**src/rtl/mp_add_sequencer.sv**
```systemverilog
// rtl/mp_add_sequencer.sv - multi-precision adder, one WORD_W lookahead slice per cycle (optional MPA_SUB_EN subtract)
module mp_add_sequencer #(
    parameter int WORD_W    = 4,
    parameter int NUM_WORDS = 4
) (
    input  logic                        clk,
    input  logic                        rst_n,
    input  logic                        in_valid,
    output logic                        in_ready,
    input  logic [WORD_W*NUM_WORDS-1:0] op_a,
    input  logic [WORD_W*NUM_WORDS-1:0] op_b,
    input  logic                        carry_in,
`ifdef MPA_SUB_EN
    input  logic                        op_sub,
`endif
    output logic                        out_valid,
    input  logic                        out_ready,
    output logic [WORD_W*NUM_WORDS-1:0] result,
    output logic                        carry_out,
    output logic                        busy
);

    localparam int N     = WORD_W * NUM_WORDS;
    localparam int IDX_W = (NUM_WORDS > 1) ? $clog2(NUM_WORDS) : 1;

    typedef enum logic [1:0] {
        S_IDLE,
        S_RUN,
        S_DONE
    } state_t;

    state_t state, state_next;

    logic [N-1:0]      a_reg;
    logic [N-1:0]      b_reg;
    logic              creg;
    logic [IDX_W-1:0]  idx;
    logic [31:0]       base;
    logic              last_slice;

    logic [WORD_W-1:0] a_slice;
    logic [WORD_W-1:0] b_slice;
    logic [WORD_W-1:0] g;
    logic [WORD_W-1:0] p;
    logic [WORD_W:0]   carry;
    logic [WORD_W-1:0] slice_sum;
    logic              slice_cout;
    logic              term;
    logic              pp;

    assign base       = 32'(idx) * WORD_W;
    assign last_slice = (idx == IDX_W'(NUM_WORDS - 1));
    assign a_slice    = WORD_W'(a_reg >> base);
    assign b_slice    = WORD_W'(b_reg >> base);

    // Each carry is a flat sum of generate terms gated by the propagate run
    // below it, so no carry waits on the one beneath it.
    always_comb begin
        g        = a_slice & b_slice;
        p        = a_slice ^ b_slice;
        carry    = '0;
        carry[0] = creg;
        term     = 1'b0;
        pp       = 1'b0;
        for (int i = 0; i < WORD_W; i++) begin
            term = g[i];
            pp   = p[i];
            for (int j = i - 1; j >= 0; j--) begin
                term = term | (pp & g[j]);
                pp   = pp & p[j];
            end
            carry[i+1] = term | (pp & creg);
        end
        slice_sum  = p ^ carry[WORD_W-1:0];
        slice_cout = carry[WORD_W];
    end

    always_ff @(posedge clk or negedge rst_n) begin
        if (!rst_n) begin
            state <= S_IDLE;
        end else begin
            state <= state_next;
        end
    end

    always_comb begin
        state_next = state;
        in_ready   = 1'b0;
        out_valid  = 1'b0;
        busy       = 1'b0;
        case (state)
            S_IDLE: begin
                in_ready = 1'b1;
                if (in_valid) begin
                    state_next = S_RUN;
                end
            end
            S_RUN: begin
                busy = 1'b1;
                if (last_slice) begin
                    state_next = S_DONE;
                end
            end
            S_DONE: begin
                busy      = 1'b1;
                out_valid = 1'b1;
                if (out_ready) begin
                    state_next = S_IDLE;
                end
            end
            default: begin
                state_next = S_IDLE;
            end
        endcase
    end

    always_ff @(posedge clk or negedge rst_n) begin
        if (!rst_n) begin
            a_reg     <= '0;
            b_reg     <= '0;
            creg      <= 1'b0;
            idx       <= '0;
            result    <= '0;
            carry_out <= 1'b0;
        end else begin
            case (state)
                S_IDLE: begin
                    if (in_valid) begin
                        a_reg <= op_a;
                        idx   <= '0;
`ifdef MPA_SUB_EN
                        // Subtract as A + ~B + 1: invert once here, seed the carry.
                        b_reg <= op_sub ? ~op_b : op_b;
                        creg  <= op_sub ? 1'b1 : carry_in;
`else
                        b_reg <= op_b;
                        creg  <= carry_in;
`endif
                    end
                end
                S_RUN: begin
                    result <= (result & ~(N'({WORD_W{1'b1}}) << base))
                            | (N'(slice_sum) << base);
                    creg   <= slice_cout;
                    if (last_slice) begin
                        carry_out <= slice_cout;
                    end else begin
                        idx <= idx + 1'b1;
                    end
                end
                default: begin
                end
            endcase
        end
    end

endmodule

```
**config.mk**
```make
export PLATFORM = sky130hd
export DESIGN_NAME = mp_add_sequencer
export DESIGN_NICKNAME = d
export VERILOG_FILES = /design/src/rtl/mp_add_sequencer.sv
export SDC_FILE = /design/constraint.sdc
export NUM_CORES = 1
export LEC_CHECK = 0
export BUFFER_PORTS_ARGS = -buffer_cell sky130_fd_sc_hd__buf_4
export CAP_MARGIN = 25
export CORE_MARGIN = 8
export CORE_UTILIZATION = 51
export CTS_BUF_LIST = sky130_fd_sc_hd__clkbuf_4
export DETAILED_ROUTE_END_ITERATION = 8
export GPL_TIMING_DRIVEN = 0
export MAX_ROUTING_LAYER = met4
export PLACE_DENSITY_LB_ADDON = 0.3
export SLEW_MARGIN = 20
export SYNTH_ARGS = -nofsm -noshare
export SYNTH_HDL_FRONTEND = slang
export SYNTH_SLANG_ARGS = --single-unit
```
**constraint.sdc**
```tcl
create_clock -name clk -period 2.23 [get_ports clk]
set_input_delay 0.1115 -clock clk [delete_from_list [all_inputs] [get_ports clk]]
set_output_delay 0.1115 -clock clk [all_outputs]
set_load 0.02 [all_outputs]
```
==> flow_summary.toml <==
[global_routing]
gr-total-overflow = 0
first_global_vias = 2217
grt_max_degree = 55
initial_antenna_violation_count = 0
grt_use_total = 0.161
grt_pass1_wl_mm = 10.6

[setup_path]
slowest_stage = "sky130_fd_sc_hd__mux4_2"
critical-path-max-stage-delay_ns = 0.58
critical_path.startpoint_type = "flip-flop"
worstPathCellList = "buf_6 -> buf_8 -> mux4_2 -> ha_4 -> a21o_1 -> a2111o_1 -> o211ai_2"
cp-end-kind = "flip-flop"
cp_data_required_time_ns = 2.54
path_class = "reg -> reg"
worst_ep_arrival_time_ns = 2.62
worst-path-max-fanout = 5
worstReg2RegStart = "idx[0]$_DFFE_PN0P_"
critPathLaunch = "idx[0]$_DFFE_PN0P_"

[power_and_ir_drop]
irDropWorstVdd_mv = 1.05
finalPower_mw = 6.18
power.static_leakage_nw = 1.73
powerDensity_nw_per_um2 = 1620

[clocking]
cts_root_buf = "sky130_fd_sc_hd__clkbuf_4"
htreeDepth = 2
clock_pin_slew_worst_setup_and_hold_paths_ns = 0.16
worstSkewPairLatency_ns = 0.38
clock_sink_count = 54
tritoncts = "yes"
numCtsBuffers = 5
clockBufferDepth = 2

[synthesis]
synth_nets = 269
compound_gate_portion_of_the_synthesized_area = 0.114
yosys.area_share.adder = 0.0614
synth.area.mux_share = 0.203
synth_seq_area_share = 0.487
synth-seq-cells = 54
syn_inst = 219
ys_warn_count = 0
post_synth_and_or_nand_nor_area_fraction = 0.0912
syn_area_per_cell_um2 = 12.7
post_synthesis_cell_type_count = 42
synth_top_family_by_area = "multiplexers"
syn-cell-area_um2 = 2770
share_of_the_synthesized_netlist_area_taken_by_xor_and_xnor_gates = 0.00316

[cells_and_area]
postLayoutCoreUtil = 0.710
flow.area_growth_from_synthesis_pct = 37.5
layout.cells.most_common = "sky130_fd_sc_hd__buf_4"
fillers = 393
top_library_cells_by_usage_in_the_layout_fill_and_taps_aside = "sky130_fd_sc_hd__buf_4 (67), sky130_fd_sc_hd__dfrtp_1 (53), sky130_fd_sc_hd__dlygate4sd3_1 (33)"
net_count_final = 372
drive_gt1_frac = 0.415
n_antenna_cell = 0

[hold_path]
hold_path.startpoint = "out_ready"
hp-class = "in -> reg"

[sta]
finalHoldViolCount = 0
final_worst_path_cycle_share = 1.04
setup_viol = 10
final_period_minus_worst_setup_slack_ns = 2.32
worst_clock_skew_ns = 0.00832
slew_headroom = 0.561
setup_repair_after_global_routing_missed_its_margin = "yes"
worst_pin_slew_ns = 0.658
setup_slack_ns = -0.0852
fmax_mhz = 432
worst_hold_slack_ns = 0.0556
slew_viol_final = 0

[route]
vias = 2093
antenna_left = 0
dr.pass1.iters = 4
post_drt_wl_per_cell_um = 15.6
drt_first_iter_violations = 69
routed_wirelength_mm = 6.18
routed_via_density = 5.30
remaining_drc_errors = 0

[floorplanning]
die_area_um2 = 8050
floorplan_row_count = 27
io-pin-count = 57
floorplan.core_area_um2 = 5370
overall_die_width_um = 89.7
die_height_um = 89.7
start_util = 0.516

[placed_design]
routabilityCongestion = 0.868
dp.final_hpwl_mm = 4.29
buffer_ports.inserted = 56

[outcome]
outcome = "finished with violations"
violations = "setup timing"

[job]
timing.max_cap.violations = 0
[Yosys cell counts]
cell	number	share of area
sky130_fd_sc_hd__buf_6	2	0.0081
sky130_fd_sc_hd__a21oi_1	6	0.011
sky130_fd_sc_hd__nand3b_4	2	0.014
sky130_fd_sc_hd__o22ai_1	2	0.0045
sky130_fd_sc_hd__nand2b_1	7	0.016
sky130_fd_sc_hd__or2_2	1	0.0023
sky130_fd_sc_hd__and3_1	1	0.0023
sky130_fd_sc_hd__and2_1	1	0.0023
sky130_fd_sc_hd__a21o_1	1	0.0027
sky130_fd_sc_hd__nor2_1	1	0.0014
sky130_fd_sc_hd__or2_1	1	0.0023
sky130_fd_sc_hd__inv_2	1	0.0014
sky130_fd_sc_hd__buf_2	6	0.011
sky130_fd_sc_hd__nand3_1	3	0.0054
sky130_fd_sc_hd__dfrtp_1	54	0.49
sky130_fd_sc_hd__o21ai_1	2	0.0036
sky130_fd_sc_hd__a41oi_2	1	0.0059
sky130_fd_sc_hd__o211ai_2	1	0.0045
sky130_fd_sc_hd__mux2i_1	1	0.0036
sky130_fd_sc_hd__ha_1	12	0.054
sky130_fd_sc_hd__o21a_1	1	0.0027
sky130_fd_sc_hd__o2111ai_1	4	0.013
sky130_fd_sc_hd__o32ai_1	1	0.0032
sky130_fd_sc_hd__a22oi_1	1	0.0027
sky130_fd_sc_hd__inv_1	10	0.014
sky130_fd_sc_hd__and4b_1	2	0.0072
sky130_fd_sc_hd__a31o_2	2	0.0063
sky130_fd_sc_hd__o211ai_1	9	0.024
sky130_fd_sc_hd__mux4_2	8	0.065
sky130_fd_sc_hd__xnor2_1	1	0.0032
sky130_fd_sc_hd__nand2_1	23	0.031
sky130_fd_sc_hd__o21ai_0	6	0.011
sky130_fd_sc_hd__nor3b_2	1	0.0045
sky130_fd_sc_hd__a2111o_1	2	0.0081
sky130_fd_sc_hd__clkbuf_1	1	0.0014
sky130_fd_sc_hd__a31oi_1	2	0.0045
sky130_fd_sc_hd__nor2b_1	1	0.0023
sky130_fd_sc_hd__a41oi_1	2	0.0063
sky130_fd_sc_hd__mux2_1	5	0.020
sky130_fd_sc_hd__mux2_2	28	0.11
sky130_fd_sc_hd__fa_1	1	0.0072
sky130_fd_sc_hd__buf_4	2	0.0054
[path summary, 6_finish.rpt]
check                      slack [ns]  depth (start not counted)                endpoint
hold reg to reg                  0.51                          2   result[5]$_DFFE_PN0P_
max in group asynchronous        1.49                          2      idx[1]$_DFFE_PN0P_
hold / removal                   0.06                          3    state[0]$_DFFE_PN0P_
setup / recovery                -0.09                          7  result[10]$_DFFE_PN0P_
min in group asynchronous        0.28                          2   result[4]$_DFFE_PN0P_
setup reg to reg                -0.09                          7  result[10]$_DFFE_PN0P_
[metrics by stage]
step                std cells  TNS (ns)  area, um2  worst slack, ns
floorplan                 219         0       2790          0.00165
global placement          347     -3.40       3300           -0.308
detailed placement        347     -3.45       3300           -0.343
CTS                       396    -0.272       3800          -0.0485
global route              395    -0.964       3810           -0.129
finish                    395    -0.345       3810          -0.0852
[per-layer routing]
| metal | GRT usage | vias to the layer above | part of all wire |
|---|---|---|---|
| li1 | - | 1014 | - |
| met1 | 0.199 | 1014 | 0.44 |
| met2 | 0.259 | 57 | 0.51 |
| met3 | 0.0366 | 8 | 0.043 |
| met4 | 0.0451 | 0 | 0.012 |
| met5 | - | - | 0 |
[final cells by class]
type / instances / area, um2 / area share
plain buffers: 9 / 68.8 / 0.0181
clock buffers: 5 / 37.5 / 0.00985
clock inverters: 3 / 25.0 / 0.00656
inverters: 11 / 41.3 / 0.0108
multi-input cells: 143 / 1380 / 0.362
flip-flops and latches: 54 / 1350 / 0.355
well taps: 72 / 90.1 / 0.0236
repair buffers: 98 / 816 / 0.214
[cell families (layout without fill, tap and decap cells)]
group | count (synthesis) | in the layout
and+or+nand+nor | 44 | 44
DFF | 54 | 54
AOI/OAI and AO/OA | 43 | 43
muxes | 42 | 42
buffers and inverters | 22 | 126
adders and majority gates | 13 | 13
xor gates and xnor gates | 1 | 1
[where the power goes]
group | internal (mW) | switching (mW) | total [mW]
Combinational | 1.88 | 2.15 | 4.03
Clock | 0.129 | 0.318 | 0.447
Sequential | 1.45 | 0.252 | 1.71
Total | 3.47 | 2.72 | 6.18
[timing repair]
item,in CTS,in global routing
hold buffers,33,0
resized for setup,10,6
pin swaps,7,9
buffers inserted,8,0
endpoints found under the hold margin,86,0
gates cloned,1,0
setup endpoints to repair,18,17
[worst max-delay path, delay by kind of cell, from the launching register on]
kind / cells / cell delay, ns
buffers and inverters: 2 / 0.27
muxes: 1 / 0.58
AOI/OAI and AO/OA: 3 / 0.70
adders and majority gates: 1 / 0.30
DFF: 1 / 0.39
Power figures use the tool's default switching activity.
